$ cat config.mk
export PLATFORM = sky130hd
export DESIGN_NAME = enemy_collision_dispatcher
export DESIGN_NICKNAME = d
export VERILOG_FILES = /design/src/rtl/enemy_collision_dispatcher_pkg.sv /design/src/rtl/enemy_collision_dispatcher_hit_tracker.sv /design/src/rtl/enemy_collision_dispatcher.sv
export SDC_FILE = /design/constraint.sdc
export NUM_CORES = 1
export LEC_CHECK = 0
export CELL_PAD_IN_SITES_DETAIL_PLACEMENT = 1
export CELL_PAD_IN_SITES_GLOBAL_PLACEMENT = 2
export CORE_ASPECT_RATIO = 1.2
export CORE_MARGIN = 4
export CORE_UTILIZATION = 30
export CTS_BUF_LIST = sky130_fd_sc_hd__clkbuf_8
export DETAILED_ROUTE_END_ITERATION = 6
export PLACE_DENSITY_LB_ADDON = 0.1
export SLEW_MARGIN = 0
export SYNTH_ARGS = -nofsm -noshare
export SYNTH_HDL_FRONTEND = slang
export SYNTH_SLANG_ARGS = --single-unit
$ cat constraint.sdc
create_clock -name clk -period 3.04 [get_ports clk]
set_input_delay 0.608 -clock clk [delete_from_list [all_inputs] [get_ports clk]]
set_output_delay 0.608 -clock clk [all_outputs]
set_load 0.1 [all_outputs]
$ cat src/rtl/enemy_collision_dispatcher_pkg.sv
// Shared types and constants for the enemy collision dispatcher and its
// per-enemy hit trackers.
package enemy_collision_dispatcher_pkg;

  typedef enum logic {
    RUN     = 1'b0,
    CLEARED = 1'b1
  } waveState_t;

  localparam int BULLET_TYPES = 3;
  localparam int ID_WIDTH     = 4;

  // Isolates the lowest set bit so simultaneous bullet types report one-hot.
  function automatic logic [BULLET_TYPES-1:0] lowestSetBit(input logic [BULLET_TYPES-1:0] req);
    return req & (~req + BULLET_TYPES'(1));
  endfunction

endpackage

$ cat src/rtl/enemy_collision_dispatcher_hit_tracker.sv
// Per-enemy state: once-per-frame report flags, hit counter and alive bit.
// Hit inputs arrive already qualified by the dispatcher for this enemy.
module enemy_hit_tracker #(
  parameter int HITS_TO_KILL = 3
) (
  input  logic clk,
  input  logic resetN,
  input  logic startOfFrame,
  input  logic revive,
  input  logic shotHit,
  input  logic dirHit,
  input  logic dodgeHit,
  output logic shotFlag,
  output logic dirFlag,
  output logic dodgeFlag,
  output logic alive,
  output logic killPulse
);

  localparam logic [1:0] LAST_HIT = 2'(HITS_TO_KILL - 1);

  logic [1:0] hitCountReg;

  assign killPulse = shotHit && (hitCountReg == LAST_HIT);

  always_ff @(posedge clk or posedge resetN) begin
    if (resetN) begin
      shotFlag    <= 1'b0;
      dirFlag     <= 1'b0;
      dodgeFlag   <= 1'b0;
      alive       <= 1'b1;
      hitCountReg <= 2'd0;
    end else begin
      // A hit during the frame-start cycle already belongs to the new frame.
      if (startOfFrame) begin
        shotFlag  <= shotHit;
        dirFlag   <= dirHit;
        dodgeFlag <= dodgeHit;
      end else begin
        shotFlag  <= shotFlag | shotHit;
        dirFlag   <= dirFlag | dirHit;
        dodgeFlag <= dodgeFlag | dodgeHit;
      end

      if (revive) begin
        alive       <= 1'b1;
        hitCountReg <= 2'd0;
      end else if (killPulse) begin
        alive       <= 1'b0;
        hitCountReg <= 2'd0;
      end else if (shotHit) begin
        hitCountReg <= hitCountReg + 2'd1;
      end
    end
  end

endmodule

$ cat src/rtl/enemy_collision_dispatcher.sv
// Pixel-rate collision arbitration for enemies: issues zero-latency border,
// dodge and shot events, and runs the wave-cleared / wave-restart sequence.
module enemy_collision_dispatcher
  import enemy_collision_dispatcher_pkg::*;
#(
  parameter int AMOUNT_OF_ENEMIES = 2,
  parameter int HITS_TO_KILL      = 3
) (
  input  logic                         clk,
  input  logic                         resetN,
  input  logic                         startOfFrame,
  input  logic                         pause,
  input  logic                         enemyDrawReq,
  input  logic                         headsUpDrawReq,
  input  logic                         headsDownDrawReq,
  input  logic [ID_WIDTH-1:0]          drawingRequestorId,
  input  logic [BULLET_TYPES-1:0]      bulletDrawReq,
  input  logic                         borderDrawReq,
  output logic                         changeDir,
  output logic                         dodgeBullet,
  output logic [BULLET_TYPES-1:0]      shotCollision,
  output logic [AMOUNT_OF_ENEMIES-1:0] aliveMap,
  output logic [7:0]                   killCount,
  output logic [3:0]                   waveNum,
  output logic                         waveClear
);

  logic [AMOUNT_OF_ENEMIES-1:0] selMask;
  logic [AMOUNT_OF_ENEMIES-1:0] shotFlags;
  logic [AMOUNT_OF_ENEMIES-1:0] dirFlags;
  logic [AMOUNT_OF_ENEMIES-1:0] dodgeFlags;
  logic [AMOUNT_OF_ENEMIES-1:0] killPulses;

  waveState_t stateReg, stateNext;
  logic [7:0] killCountReg;
  logic [3:0] waveNumReg;
  logic       waveClearReg;

  logic eventsEnabled, idValid, shotEvent, dirEvent, dodgeEvent, reviveAll;

  genvar gi;
  generate
    for (gi = 0; gi < AMOUNT_OF_ENEMIES; gi++) begin : genTracker
      // Out-of-range ids match no enemy, so they can never raise an event.
      assign selMask[gi] = (drawingRequestorId == ID_WIDTH'(gi));

      enemy_hit_tracker #(
        .HITS_TO_KILL(HITS_TO_KILL)
      ) tracker (
        .clk         (clk),
        .resetN      (resetN),
        .startOfFrame(startOfFrame),
        .revive      (reviveAll),
        .shotHit     (shotEvent & selMask[gi]),
        .dirHit      (dirEvent & selMask[gi]),
        .dodgeHit    (dodgeEvent & selMask[gi]),
        .shotFlag    (shotFlags[gi]),
        .dirFlag     (dirFlags[gi]),
        .dodgeFlag   (dodgeFlags[gi]),
        .alive       (aliveMap[gi]),
        .killPulse   (killPulses[gi])
      );
    end
  endgenerate

  always_comb begin
    eventsEnabled = !resetN && !pause && (stateReg == RUN);
    idValid       = |(selMask & aliveMap);

    shotEvent  = eventsEnabled && idValid && enemyDrawReq && (|bulletDrawReq)
                 && !(|(selMask & shotFlags));
    dirEvent   = eventsEnabled && idValid && enemyDrawReq && borderDrawReq
                 && !(|(selMask & dirFlags));
    dodgeEvent = eventsEnabled && idValid && !enemyDrawReq
                 && (headsUpDrawReq || headsDownDrawReq) && (|bulletDrawReq)
                 && !(|(selMask & dodgeFlags));

    changeDir     = dirEvent;
    dodgeBullet   = dodgeEvent;
    shotCollision = shotEvent ? lowestSetBit(bulletDrawReq) : '0;
  end

  // Wave FSM; the restart waits for an unpaused frame start so paused state stays frozen.
  always_comb begin
    stateNext = stateReg;
    reviveAll = 1'b0;
    case (stateReg)
      RUN: begin
        if (aliveMap == '0) stateNext = CLEARED;
      end
      CLEARED: begin
        if (startOfFrame && !pause) begin
          stateNext = RUN;
          reviveAll = 1'b1;
        end
      end
      default: stateNext = RUN;
    endcase
  end

  always_ff @(posedge clk or posedge resetN) begin
    if (resetN) begin
      stateReg     <= RUN;
      killCountReg <= 8'd0;
      waveNumReg   <= 4'd0;
      waveClearReg <= 1'b0;
    end else begin
      stateReg     <= stateNext;
      waveClearReg <= reviveAll;
      if (reviveAll) waveNumReg <= waveNumReg + 4'd1;
      if ((|killPulses) && (killCountReg != 8'hFF)) killCountReg <= killCountReg + 8'd1;
    end
  end

  assign killCount = killCountReg;
  assign waveNum   = waveNumReg;
  assign waveClear = waveClearReg;

endmodule

==> implementation parameters <==
Parameter                              Value

Logic synthesis
  Synth unique cells ... 38
  Synthesized area per cell ... 10.04 um2
  Synthesized instance count ... 129
  FF+latch count, synth ... 26
  Part of the Yosys area used for sequential elements ... 50.43%
  Post-synthesis instance area ... 0.001295 mm2
  Number of synthesized flops with an enable pin ... 0
  Leading register cell type out of synthesis ... sky130_fd_sc_hd__dfrtp_1
  Total nets after synthesis ... 146
  Number of warnings printed during yosys synthesis ... 0
  Async SR Flop Fraction ... 100.0%

Clock network
  CTS max path bufs ... 2
  Worst-skew pair later-pin latency ... approximately 0.27 ns
  Clock root buffer ... sky130_fd_sc_hd__clkbuf_8
  Number of clock buffers inserted by TritonCTS ... 3
  Clock slew at the register clock pins of the worst setup and hold paths ... 0.08 ns
  H-tree Lvls ... 1
  Num Clock Sinks ... 26
  TritonCTS clock tree ... built
  Total of hold buffers inserted after clock tree synthesis ... 0

Power
  Maximum ir drop on the vdd rail ... ~0.00064 V
  Power per cell area ... 578.3 mW/mm2
  Static Leak ... 0.8301 nW

Detailed routing
  Number of vias in the routed layout ... around 1100
  Post-route ant nets ... 0
  Violation count after the first detailed-route iteration ... 27
  Post-DR vias/cell ... 4.982
  Count of unresolved DRC violations after routing ... 0
  Initial DRT Pass Iterations ... 4
  Wirelength, routed ... approximately 3300 um
  Average wire per cell in the routed design ... 14.87 um

Run status
  Outcome ... complete, no violations

STA
  Final setup violating endpoints ... 0
  Max frequency ... 336.4 MHz
  Relative slew margins ... 34.17%
  Final number of hold-violating endpoints ... 0
  Final critical-path share of the clock period ... 97.79%
  Unrepaired setup endpoints after global routing ... false
  Max-slew violation count ... 0
  Transition at the pin with the smallest max-transition slack ... 0.9863 ns
  Period minus WS final ... roughly 3 ns
  Worst hold-check slack ... 0.4830 ns
  Setup skew after layout ... 0.003141 ns

Global route
  Wire length of the first global-routing pass ... approximately 5700 um
  Global-route congestion overflow total ... 0
  Number of global-route vias before repair ... around 1300
  GRT Util Overall ... a little over an eighth
  Maximum number of pins on one net before global-route repair ... 26
  Number of antenna violations at the first check in global routing ... 0

Cells and area
  Number of diodes added for antenna fixing ... 0
  Proportion of layout cells with a drive suffix above 1 ... 30.00%
  Utilization of the core after routing ... 45.20%
  Commonest non-fill, non-tap cells in the layout ... 24 x sky130_fd_sc_hd__dfrtp_1, 23 x sky130_fd_sc_hd__buf_4, 10 x sky130_fd_sc_hd__nand2_1, 9 x sky130_fd_sc_hd__inv_1, 7 x sky130_fd_sc_hd__clkdlybuf4s50_1
  Nets@finish ... 188
  Commonest non-fill, non-tap cell in the layout ... sky130_fd_sc_hd__dfrtp_1
  Area Overhead vs Synth ... 41.93%

Placement
  Final weighted congestion in routability-driven placement ... slightly below 0.8
  HPWL after DPL ... approximately 2600 um
  Number of port buffers ... 34

Setup path
  Start point of the critical path ... drawingRequestorId[1]
  Crit. End Element ... output pin
  R2r worst-path depth ... 5
  End of the worst register-to-register path ... killCount[6]$_DFFE_PP0P_
  Crit path kind ... input port to output pin
  Origin of the critical flop-to-flop path ... stateReg$_DFF_PP0_
  Maximum fanout encountered on the critical timing path ... 3
  Capture point of the critical path ... dodgeBullet
  Minimum setup slack among reg-to-reg paths ... 0.77 ns
  Worst path required time ... between 2 and 2.5 ns
  Startpoint type of the worst setup path ... input port
  Worst endpoint data arrival time ... roughly 2.4 ns

Die
  Floorplan Core Area ... 0.004066 mm2
  Starting utilization of the core area ... 31.85%
  Area enclosed by the die boundary ... 0.005436 mm2
  Boundary Pins ... 35
  Rows ... 25
  Vertical die dimension ... 79.97 um
  Die width ... 67.98 um

Job
  MaxCap Viol Count ... 0

Worst hold path
  Min-delay worst type ... register to register
  Count of cells along the worst hold path ... 1
## critical path, stage by stage
cell                              delay [ns]
sky130_fd_sc_hd__clkdlybuf4s15_1        0.20
sky130_fd_sc_hd__or3_4                  0.34
sky130_fd_sc_hd__or3_4                  0.37
sky130_fd_sc_hd__or4_4                  0.51
sky130_fd_sc_hd__a21oi_4                0.15
sky130_fd_sc_hd__buf_12                 0.19
## flip-flops by register name (all words and copies together), names as in the netlist
signal / flops
stateReg: 1
genTracker.tracker.dodgeFlag: 2
genTracker.tracker.alive: 2
genTracker.tracker.dirFlag: 2
waveClear: 1
genTracker.tracker.shotFlag: 2
killCount: 8
waveNum: 4
genTracker.tracker.hitCountReg: 4
## metrics by stage
| step | instance area (um2) | setup TNS, ns | power, W | worst slack (ns) | instances |
|---|---|---|---|---|---|
| 2_1_floorplan | 1310 | -0.1753 | 0.0007465 | -0.06911 | 129 |
| 3_3_place_gp | 1754 | -0.8318 | 0.0008414 | -0.2242 | 219 |
| 3_5_place_dp | 1754 | -1.004 | 0.0008495 | -0.2680 | 219 |
| 4_1_cts | 1838 | 0 | 0.001080 | 0.01132 | 224 |
| 5_1_grt | 1838 | 0 | 0.001121 | 0.01092 | 224 |
| 6_report | 1838 | 0 | 0.001063 | 0.06711 | 224 |
## cell usage after synthesis, types with 2 or more instances
master | count | area [um2]
sky130_fd_sc_hd__a21o_1 | 2 | 15.01
sky130_fd_sc_hd__a21oi_1 | 6 | 30.03
sky130_fd_sc_hd__buf_2 | 2 | 10.01
sky130_fd_sc_hd__buf_4 | 2 | 15.01
sky130_fd_sc_hd__dfrtp_1 | 24 | 600.6
sky130_fd_sc_hd__dfstp_2 | 2 | 52.55
sky130_fd_sc_hd__ha_1 | 2 | 25.02
sky130_fd_sc_hd__inv_1 | 9 | 33.78
sky130_fd_sc_hd__mux2_2 | 3 | 33.78
sky130_fd_sc_hd__nand2_1 | 10 | 37.54
sky130_fd_sc_hd__nand2b_1 | 5 | 31.28
sky130_fd_sc_hd__nand3_1 | 4 | 20.02
sky130_fd_sc_hd__nand4_1 | 2 | 12.51
sky130_fd_sc_hd__nor2_1 | 5 | 18.77
sky130_fd_sc_hd__nor3_1 | 5 | 25.02
sky130_fd_sc_hd__nor4_1 | 3 | 18.77
sky130_fd_sc_hd__o21ai_0 | 4 | 20.02
sky130_fd_sc_hd__o22ai_1 | 4 | 25.02
sky130_fd_sc_hd__or2_2 | 2 | 12.51
sky130_fd_sc_hd__or3_1 | 3 | 18.77
sky130_fd_sc_hd__or4_1 | 6 | 45.04
sky130_fd_sc_hd__xnor2_1 | 3 | 26.28
sky130_fd_sc_hd__xor2_1 | 6 | 52.55
## where the power goes
| group | internal (W) | switching (W) | total, W |
|---|---|---|---|
| combinational | 0.000100 | 0.000308 | 0.000408 |
| clock | 0.000116 | 0.000105 | 0.000221 |
| sequential | 0.000393 | 0.0000418 | 0.000434 |
| total | 0.000608 | 0.000455 | 0.00106 |
## metal layers
metal	part of all wire (%)	global-route usage, %
met5	0	0
met3	4.4	1.972
met1	41	15.72
met2	54	24.88
met4	0.87	4.175
## cell type report
class	instances	area (um2)
Fill cell	466	2228
Clock buffer	4	55.05
Tap cell	54	67.56
Inverter	10	37.54
Sequential cell	26	653.1
Multi-Input combinational cell	88	624.3
Timing Repair Buffer	42	400.4
## how the worst min path moves through the flow
stage,slack (ns),start,end
finish,0.48,waveNum[3]$_DFFE_PP0P_,waveNum[3]$_DFFE_PP0P_
global route,0.51,genTracker[0].tracker.dodgeFlag$_DFF_PP0_,genTracker[0].tracker.dodgeFlag$_DFF_PP0_
CTS,0.49,waveNum[3]$_DFFE_PP0P_,waveNum[3]$_DFFE_PP0P_
detailed placement,0.47,waveNum[3]$_DFFE_PP0P_,waveNum[3]$_DFFE_PP0P_
global placement,0.46,waveNum[3]$_DFFE_PP0P_,waveNum[3]$_DFFE_PP0P_
floorplan,0.45,genTracker[1].tracker.dodgeFlag$_DFF_PP0_,genTracker[1].tracker.dodgeFlag$_DFF_PP0_
## cells by family after synthesis
group | Yosys count | synth area share, %
buf+inv | 15 | 5.120
flops | 26 | 50.44
xor+xnor | 9 | 6.087
fa+ha+maj | 2 | 1.932
simple gates | 52 | 22.90
compound gates | 21 | 10.15
mux | 4 | 3.381
## repair_timing
| item | CTS | global route |
|---|---|---|
| endpoints found under the hold margin | 0 | 0 |
| gates resized for setup | 23 | 0 |
| buffers inserted | 1 | 0 |
| pin swaps | 7 | 2 |
| endpoints found under the setup margin | 4 | 4 |
Power figures use the tool's default switching activity.
